===== src/rtl/instruction_fetch_sequencer_pkg.sv =====
// Shared constants for the fetch sequencer: T-state indices, IR field positions, PC reset default.
package instruction_fetch_sequencer_pkg;

  typedef logic [15:0] word_t;
  typedef logic [7:0]  byte_t;

  localparam int T0_IDX = 0;
  localparam int T1_IDX = 1;
  localparam int T2_IDX = 2;

  localparam int OPCODE_MSB  = 15;
  localparam int OPCODE_LSB  = 10;
  localparam int RSEL_MSB    = 9;
  localparam int RSEL_LSB    = 8;
  localparam int ADDRESS_MSB = 7;
  localparam int ADDRESS_LSB = 0;
  localparam int S_BIT_POS   = 9;
  localparam int DST_MSB     = 8;
  localparam int DST_LSB     = 6;
  localparam int SRC1_MSB    = 5;
  localparam int SRC1_LSB    = 3;
  localparam int SRC2_MSB    = 2;
  localparam int SRC2_LSB    = 0;

  localparam word_t PC_RESET_DEFAULT = 16'h0000;

endpackage


===== src/rtl/instruction_fetch_sequencer_if.sv =====
// Byte-wide instruction memory read port between the sequencer (master) and memory (slave).
interface instruction_fetch_sequencer_if;
  import instruction_fetch_sequencer_pkg::*;

  word_t Mem_Addr;
  logic  Mem_Rd;
  byte_t Mem_Data;

  modport master (output Mem_Addr, output Mem_Rd, input Mem_Data);
  modport slave  (input Mem_Addr, input Mem_Rd, output Mem_Data);

endinterface


===== src/rtl/instruction_fetch_sequencer_seq_counter.sv =====
// One-hot T-state shift counter; Clear returns to T0, Wrap flags a natural rollover from the last state.
module seq_counter #(
  parameter int T_WIDTH = 8
) (
  input  logic               Clock,
  input  logic               Reset,
  input  logic               Hold,
  input  logic               Clear,
  output logic [T_WIDTH-1:0] T,
  output logic               Wrap
);

  localparam logic [T_WIDTH-1:0] T_INIT = {{(T_WIDTH-1){1'b0}}, 1'b1};

  logic [T_WIDTH-1:0] t_q;
  logic [T_WIDTH-1:0] t_next;

  always_ff @(posedge Clock) begin
    if (Reset) t_q <= T_INIT;
    else       t_q <= t_next;
  end

  always_comb begin
    t_next = t_q;
    if (!Hold) begin
      if (Clear) t_next = T_INIT;
      else       t_next = {t_q[T_WIDTH-2:0], t_q[T_WIDTH-1]};
    end
  end

  always_comb begin
    T    = t_q;
    Wrap = t_q[T_WIDTH-1] & ~Hold & ~Clear;
  end

endmodule


===== src/rtl/instruction_fetch_sequencer.sv =====
// Fetch front end: owns PC, assembles 16-bit IR from two memory bytes, sequences T states.
// Optional retired-instruction counter enabled by defining RETIRE_COUNT_EN.
module instruction_fetch_sequencer
  import instruction_fetch_sequencer_pkg::*;
#(
  parameter int    T_WIDTH  = 8,
  parameter word_t PC_RESET = PC_RESET_DEFAULT
) (
  input  logic                 Clock,
  input  logic                 Reset,
  instruction_fetch_sequencer_if.master bus,
  input  logic                 Hold,
  input  logic                 Exec_Done,
  input  logic                 PC_Load,
  input  word_t                PC_Load_Value,
  output word_t                PC_Out,
  output word_t                IR_Out,
  output logic [T_WIDTH-1:0]   T,
  output logic                 Instr_Valid,
  output logic [5:0]           Opcode,
  output logic [1:0]           RSel,
  output logic [7:0]           Address,
  output logic                 S_Bit,
  output logic [2:0]           DstReg,
  output logic [2:0]           SReg1,
  output logic [2:0]           SReg2,
`ifdef RETIRE_COUNT_EN
  output logic [31:0]          Retired,
`endif
  output logic                 Timeout
);

  word_t pc_q;
  word_t ir_q;
  logic  timeout_q;
  logic  fetch_lo;
  logic  fetch_hi;
  logic  in_exec;
  logic  done_accept;
  logic  wrap;

  seq_counter #(.T_WIDTH(T_WIDTH)) u_seq_counter (
    .Clock (Clock),
    .Reset (Reset),
    .Hold  (Hold),
    .Clear (done_accept),
    .T     (T),
    .Wrap  (wrap)
  );

  assign fetch_lo    = T[T0_IDX];
  assign fetch_hi    = T[T1_IDX];
  assign in_exec     = ~(fetch_lo | fetch_hi);
  assign done_accept = Exec_Done & ~Hold & in_exec;

  // During fetch the increment always wins over a branch load.
  always_ff @(posedge Clock) begin
    if (Reset) begin
      pc_q      <= PC_RESET;
      ir_q      <= '0;
      timeout_q <= 1'b0;
    end else if (!Hold) begin
      if (fetch_lo) begin
        ir_q[7:0] <= bus.Mem_Data;
        pc_q      <= pc_q + 16'd1;
      end else if (fetch_hi) begin
        ir_q[15:8] <= bus.Mem_Data;
        pc_q       <= pc_q + 16'd1;
      end else if (PC_Load) begin
        pc_q <= PC_Load_Value;
      end
      if (wrap) timeout_q <= 1'b1;
    end
  end

`ifdef RETIRE_COUNT_EN
  always_ff @(posedge Clock) begin
    if (Reset)            Retired <= '0;
    else if (done_accept) Retired <= Retired + 32'd1;
  end
`endif

  assign bus.Mem_Addr = pc_q;
  assign bus.Mem_Rd   = (fetch_lo | fetch_hi) & ~Hold;

  assign PC_Out      = pc_q;
  assign IR_Out      = ir_q;
  assign Instr_Valid = in_exec;
  assign Timeout     = timeout_q;

  assign Opcode  = ir_q[OPCODE_MSB:OPCODE_LSB];
  assign RSel    = ir_q[RSEL_MSB:RSEL_LSB];
  assign Address = ir_q[ADDRESS_MSB:ADDRESS_LSB];
  assign S_Bit   = ir_q[S_BIT_POS];
  assign DstReg  = ir_q[DST_MSB:DST_LSB];
  assign SReg1   = ir_q[SRC1_MSB:SRC1_LSB];
  assign SReg2   = ir_q[SRC2_MSB:SRC2_LSB];

endmodule


===== src/flat_wrapper.sv =====
// flat-port wrapper written by rule: the top's interface ports become plain ports
module instruction_fetch_sequencer_flat import instruction_fetch_sequencer_pkg::*;
#(
  parameter int    T_WIDTH  = 8,
  parameter word_t PC_RESET = PC_RESET_DEFAULT
)
  (Clock, Reset, Hold, Exec_Done, PC_Load, PC_Load_Value, PC_Out, IR_Out, T, Instr_Valid, Opcode, RSel, Address, S_Bit, DstReg, SReg1, SReg2, Timeout, bus_Mem_Addr, bus_Mem_Rd, bus_Mem_Data);
  instruction_fetch_sequencer_if bus_i ();
  input  logic Clock;
  input  logic Reset;
  input  logic Hold;
  input  logic Exec_Done;
  input  logic PC_Load;
  input  word_t PC_Load_Value;
  output word_t PC_Out;
  output word_t IR_Out;
  output logic [T_WIDTH-1:0] T;
  output logic Instr_Valid;
  output logic [5:0] Opcode;
  output logic [1:0] RSel;
  output logic [7:0] Address;
  output logic S_Bit;
  output logic [2:0] DstReg;
  output logic [2:0] SReg1;
  output logic [2:0] SReg2;
  output logic Timeout;
  output wire logic [$bits(bus_i.Mem_Addr)-1:0] bus_Mem_Addr;
  output wire logic [$bits(bus_i.Mem_Rd)-1:0] bus_Mem_Rd;
  input wire logic [$bits(bus_i.Mem_Data)-1:0] bus_Mem_Data;
  assign bus_Mem_Addr = bus_i.Mem_Addr;
  assign bus_Mem_Rd = bus_i.Mem_Rd;
  assign bus_i.Mem_Data = bus_Mem_Data;
  instruction_fetch_sequencer #(.T_WIDTH(T_WIDTH), .PC_RESET(PC_RESET)) u_core (.Clock(Clock), .Reset(Reset), .bus(bus_i), .Hold(Hold), .Exec_Done(Exec_Done), .PC_Load(PC_Load), .PC_Load_Value(PC_Load_Value), .PC_Out(PC_Out), .IR_Out(IR_Out), .T(T), .Instr_Valid(Instr_Valid), .Opcode(Opcode), .RSel(RSel), .Address(Address), .S_Bit(S_Bit), .DstReg(DstReg), .SReg1(SReg1), .SReg2(SReg2), .Timeout(Timeout));
endmodule

===== config.mk =====
export PLATFORM = sky130hd
export DESIGN_NAME = instruction_fetch_sequencer_flat
export DESIGN_NICKNAME = d
export VERILOG_FILES = /design/src/rtl/instruction_fetch_sequencer_pkg.sv /design/src/rtl/instruction_fetch_sequencer_if.sv /design/src/rtl/instruction_fetch_sequencer_seq_counter.sv /design/src/rtl/instruction_fetch_sequencer.sv /design/src/flat_wrapper.sv
export SDC_FILE = /design/constraint.sdc
export NUM_CORES = 1
export LEC_CHECK = 0
export BUFFER_PORTS_ARGS = -buffer_cell sky130_fd_sc_hd__buf_2
export CAP_MARGIN = 0
export CORE_AREA = 2 2 79 81
export CTS_CLUSTER_DIAMETER = 30
export DETAILED_ROUTE_END_ITERATION = 10
export DIE_AREA = 0 0 81 83
export PLACE_DENSITY = 0.75
export SKIP_LAST_GASP = 1
export SLEW_MARGIN = 20
export SYNTH_ARGS = -nofsm -noshare
export SYNTH_HDL_FRONTEND = slang
export SYNTH_HIERARCHICAL = 1
export SYNTH_SLANG_ARGS = --single-unit

===== constraint.sdc =====
create_clock -name Clock -period 1.8 [get_ports Clock]
set_input_delay 0.18 -clock Clock [delete_from_list [all_inputs] [get_ports Clock]]
set_output_delay 0.18 -clock Clock [all_outputs]
set_load 0.1 [all_outputs]

==> metrics.csv, run 1 <==
metric,value,unit
status,"finished, final reports clean",
syn2layout_area_growth,22.6,%
ys_types,46,
hold_path_class,input pin to register,
cts.sinks,41,
r2r_end,u_core/PC_Out[13],
drv_cap,0,
power.internal,1.53,mW
critPathCaptureType,output port,
power_frac_clock,26.0,%
p_seq_share,36.0,%
ys_warn_count,6,
async_flop_share,0,%
cp_max_fo,14,
layout-drive-gt1-share,46.9,%
die_y,83,µm
p_leak,1.34,nW
grt_pass1_vias,1990,
clkLatencyLatePin,290,ps
syn-num-nets,312,
place_congestion,0.857,
synthCells,282,
synth_ff_type,dfxtp_1,
grt_pass1_wl,9710,µm
cp.required,1620,ps
cpPeakStageDelay,380,ps
netlist_area,2380,µm²
rsz0062_at_grt,true,
drt_iter0_markers,148,
slew_headroom,66.5,%
cts_tree,yes,
clockBufferDepth,2,
ant_nets,0,
ff2ff_setup_slack,120,ps
min_path_cells,3,
port_buffers,113,
cp_top_family,buffers and inverters,
fin_cells,429,
synth-edff-count,0,
hold_viol,0,
r2r_cells,4,
wl_per_cell,14.3,µm
clock_tree.root_cell,clkbuf_8,
dpl.hpwl,4620,µm
critical_path_class,register to output port,
grt_max_degree,27,
grtUsageTotal,18.1,%
dp.cells,421,
skew,9.83,ps
arrival,1550,ps
r2r-start,u_core/PC_Out[3],
setup_viol,0,
wl,6150,µm
vdd_ir_drop_max,0.000500,V
antenna_cells,0,
firstDrtPassIters,4,
multiInputGateArea,1110,µm²
tightest_slew,507,ps
row_count,28,
ff_latch_area,858,µm²
die_x,81,µm
start_util,40.9,%
startpoint_type,register,
hold_buffers,0,
switchingPower,1.27,mW
worstHoldStart,PC_Load_Value[1],
numCtsBuffers,5,
switching_share,45.3,%
synth_top_area_share,34.5,%
drc,0,
critPathSlowestCell,dfxtp_4,
core-area,5820,µm²
finalCriticalPeriod,1730,ps
io_pins,114,
pwr-share-comb,38.0,%
synth.avg_cell_area,8.43,µm²
clk_pin_slew_worst_paths,90,ps
synth_top_area_cell,dfxtp_1,
antenna_found_initial,0,
hold-path-endpoint,u_core/PC_Out[1],
gr-total-overflow,0,
utilization,50.1,%
power.density,961,nW/µm²
max_freq,577,MHz
ys_seq_elements,41,
fin_nets,383,
period_share,96.2,%
path_buf_inv,3,
htree_levels,2,
drv_slew,0,
viasPerCell,5.23,
path_cells,or2_1 -> inv_4 -> buf_4 -> nor2_4 -> buf_12,
cp_num_cells,5,
netlist_top_cells_area,"dfxtp_1, buf_4, mux2i_1",
num-fill-cells,574,
synth_seq_area_share,34.5,%
num_vias,2245,
dieArea,6720,µm²
## how the worst max path moves through the flow
stage	startpoint	to	slack, ps
final	u_core/u_seq_counter/T[1]	bus_Mem_Rd	70
after global routing	u_core/u_seq_counter/T[1]	bus_Mem_Rd	-20
after CTS	u_core/u_seq_counter/T[1]	bus_Mem_Rd	50
after detailed placement	u_core/PC_Out[3]	u_core/PC_Out[14]	140
after global placement	u_core/u_seq_counter/T[1]	u_core/PC_Out[5]	190
after floorplan	u_core/u_seq_counter/T[0]	u_core/PC_Out[2]	-270
## Yosys cell counts (all sizes together), types with 3 or more instances
| library cell | instances |
|---|---|
| buf | 55 |
| nor4 | 9 |
| inv | 12 |
| nand3 | 7 |
| o32ai | 8 |
| o22ai | 3 |
| a221oi | 3 |
| nand3b | 4 |
| nor2 | 28 |
| nand4 | 4 |
| a21oi | 11 |
| nand2 | 22 |
| nor3 | 10 |
| dfxtp | 41 |
| and3 | 3 |
| clkbuf | 6 |
| a211oi | 6 |
| mux2i | 17 |
| o21ai | 9 |
## layer usage
| metal | global-route usage [%] | wire length [µm] | vias to the layer above |
|---|---|---|---|
| met3 | 3.37 | 454 | 7 |
| li1 | - | - | 1103 |
| met4 | 5.70 | 74 | 0 |
| met5 | 0 | 0 | - |
| met1 | 24.5 | 2640 | 1040 |
| met2 | 28.7 | 2980 | 95 |
## worst register-to-register path: stages (launching register included)
cell,delay (ps)
dfxtp_4,390
nand4_1,290
nor4_1,530
o22ai_1,160
a31o_1,200
## flip-flops by register name, summed over array words and instances (netlist names)
name and count:
u_core/Timeout 1, u_core/IR_Out 16, u_core/u_seq_counter/T 8, u_core/PC_Out 16
## cell type report
cell class,instances,share of cell area (%)
clock buffers,7,3.69
clock inverters,1,0.215
multi-input cells,167,38.2
inverters,13,1.76
well taps,75,3.22
flip-flops and latches,41,29.4
repair buffers,125,23.5
## cells by family after synthesis
group | share of synthesized area, %
AND/OR/NAND/NOR | 20.4
buffers and inverters | 19.7
AO/OA/AOI/OAI | 17.7
flip-flops | 34.5
multiplexers | 7.15
adder cells (fa/ha/maj) | 0.526
## cell usage in the layout (no fill, tap or decap), drive strengths merged, types with 2 or more instances in the layout
cell type  count
o21ai          9
clkbuf         7
buf          125
nor3          10
nor4           9
and3           3
nor3b          2
o22ai          3
or2            2
a211oi         6
dfxtp         41
nand3b         4
a221oi         3
a22o           2
nand4          4
a31o           2
nor2          28
o221ai         2
inv           13
a22oi          2
a21oi         11
nand3          7
mux2i         17
o32ai          8
nand2         22
nor4b          2
## through the flow
stage / worst slack [ps] / total power [mW] / TNS, ps / instance area, µm² / hold WS, ps
3_3_place_gp: 194 / 2.09 / 0 / 2800 / 425
2_1_floorplan: -271 / 1.99 / -1780 / 2450 / 322
6_report: 68.4 / 2.80 / 0 / 2920 / 132
3_5_place_dp: 140 / 2.10 / 0 / 2800 / 433
5_1_grt: -19.4 / 2.90 / -19.4 / 2920 / 151
4_1_cts: 52.7 / 2.82 / 0 / 2910 / 131
## power by group through the flow
stage          clock [mW]  sequential [mW]  combinational [mW]
2_1_floorplan           0             1.32               0.662
3_3_place_gp            0             1.03                1.06
3_5_place_dp            0             1.03                1.07
4_1_cts             0.741             1.01                1.07
5_1_grt             0.772             1.02                1.11
6_report            0.728             1.01                1.07
## timing repair
item,CTS,global route
setup buffers,0,0
setup endpoints to repair,0,2
gates resized for setup,0,1
No activity file was read; power rests on OpenSTA's default activity.
==> inputs of run 2 (changes only) <==
--- a/config.mk
+++ b/config.mk
@@ -7,11 +7,13 @@
 export LEC_CHECK = 0
 export BUFFER_PORTS_ARGS = -buffer_cell sky130_fd_sc_hd__buf_2
 export CAP_MARGIN = 0
-export CORE_AREA = 2 2 79 81
+export CELL_PAD_IN_SITES_DETAIL_PLACEMENT = 1
+export CELL_PAD_IN_SITES_GLOBAL_PLACEMENT = 1
+export CORE_AREA = 2 2 94 96
 export CTS_CLUSTER_DIAMETER = 30
 export DETAILED_ROUTE_END_ITERATION = 10
-export DIE_AREA = 0 0 81 83
-export PLACE_DENSITY = 0.75
+export DIE_AREA = 0 0 96 98
+export PLACE_DENSITY_LB_ADDON = 0.15
 export SKIP_LAST_GASP = 1
 export SLEW_MARGIN = 20
 export SYNTH_ARGS = -nofsm -noshare
==> metrics.csv, run 2 (synthesis gave the netlist of run 1 again) <==
metric,value,unit,change
grt_pass1_vias,2211,,+11%
status,"finished, final reports clean",,
clkLatencyLatePin,290,ps,about the same
place_congestion,0.758,,-12%
port_buffers,113,,unchanged
max_freq,604,MHz,+4.7%
hold_buffers,0,,unchanged
drv_cap,0,,unchanged
die_x,96,µm,+19%
fin_nets,386,,+0.78%
layout-drive-gt1-share,47.1,%,+0.17 points
utilization,35.1,%,-15 points
design_area,2970,µm²,+1.8%
total_power,2.79,mW,-0.29%
htree_levels,2,,unchanged
die_y,98,µm,+18%
skew,4.85,ps,-4.98 ps
core-area,8470,µm²,+46%
grtUsageTotal,15.0,%,-3.0 points
dpl.hpwl,5360,µm,+16%
p_leak,1.35,nW,+0.73%
tightest_slew,591,ps,+84.2 ps
num_vias,2262,,+0.76%
clk_pin_slew_worst_paths,90,ps,about the same
firstDrtPassIters,4,,unchanged
clock_tree.root_cell,clkbuf_8,,
cts_tree,yes,,
antenna_cells,0,,unchanged
cts-resized-gates,0,,unchanged
drv_slew,0,,unchanged
dieArea,9410,µm²,+40%
rsz0062_at_grt,false,,
final_common_cell,buf_2,,
drc,0,,unchanged
start_util,28.1,%,-13 points
cts.sinks,41,,unchanged
cp_max_fo,11,,-3
clockBufferDepth,2,,unchanged
cts_setup_buffers,0,,unchanged
setup_tns,0,ps,unchanged
critPathCaptureType,output port,,
numCtsBuffers,5,,unchanged
slew_headroom,60.1,%,-6.4 points
setup_viol,0,,unchanged
vdd_ir_drop_max,0.000415,V,-17%
antenna_found_initial,0,,unchanged
hold_path_class,input pin to register,,
arrival,1470,ps,-80 ps
syn2layout_area_growth,24.8,%,
critical_path_class,register to output port,,
cp.required,1620,ps,about the same
period_share,91.9,%,-4.3 points
finalCriticalPeriod,1650,ps,-77.3 ps
wl_per_cell,15.3,µm,+6.4%
hold_viol,0,,unchanged
row_count,34,,+21%
gr-total-overflow,0,,unchanged
power.density,942,nW/µm²,-2.1%
wl,7090,µm,+15%
io_pins,114,,unchanged
ant_nets,0,,unchanged
final_cell_mix,"buf_2, nor2_1, dfxtp_1",,
grt_max_degree,27,,unchanged
place_area,2860,µm²,+2.3%
drt_iter0_markers,51,,-66%
viasPerCell,4.86,,-7.0%
grt_pass1_wl,11200,µm,+15%
startpoint_type,register,,
[run 2: changes by cell type in the layout (fill, tap and decap cells not counted), sizes merged]
cell	change
inv	-1
buf	+3
clkinv	+1
[run 2: layer usage]
metal,global-route usage [%],vias to the layer above,routed length (µm)
li1,-,1110,-
met1,19.3,1071,3110
met2,25.8,76,3440
met3,3.24,5,486
met4,2.64,0,55
met5,0,-,0
[run 2: layout make-up]
| class | count | area [µm²] |
|---|---|---|
| Clock buffer | 7 | 97.6 |
| Clock inverter | 1 | 8.76 |
| Fill cell | 1044 | 5500 |
| Inverter | 13 | 51.3 |
| Multi-Input combinational cell | 167 | 1110 |
| Sequential cell | 41 | 858 |
| Tap cell | 108 | 135 |
| Timing Repair Buffer | 128 | 708 |
[run 2: critical path, cell delays in order (launching register included)]
cell,delay (ps)
dfxtp_4,390
or2_4,260
inv_4,120
buf_4,180
nor2_4,70
buf_12,170
[run 2: power breakdown]
part	total (mW)	switching (mW)	internal [mW]
combinational	1.08	0.890	0.193
sequential	1.00	0.0531	0.951
clock	0.707	0.346	0.361
total	2.79	1.29	1.51
[run 2: worst paths after layout]
path | from | endpoint | slack (ps) | cells past startpoint
worst max register to register | u_core/PC_Out[3] | u_core/PC_Out[9] | 180 | 5
worst min register to register | u_core/Timeout | u_core/Timeout | 490 | 2
worst max-delay path | u_core/u_seq_counter/T[0] | bus_Mem_Rd | 150 | 5
worst min-delay path | bus_Mem_Data[4] | u_core/IR_Out[4] | 130 | 3
[run 2: through the flow]
stage	hold WS, ps	instances	setup WS [ps]
global placement	429	457	216
finish	130	465	146
global route	138	465	51.2
CTS	116	465	32.4
detailed placement	442	457	173
floorplan	322	282	-271
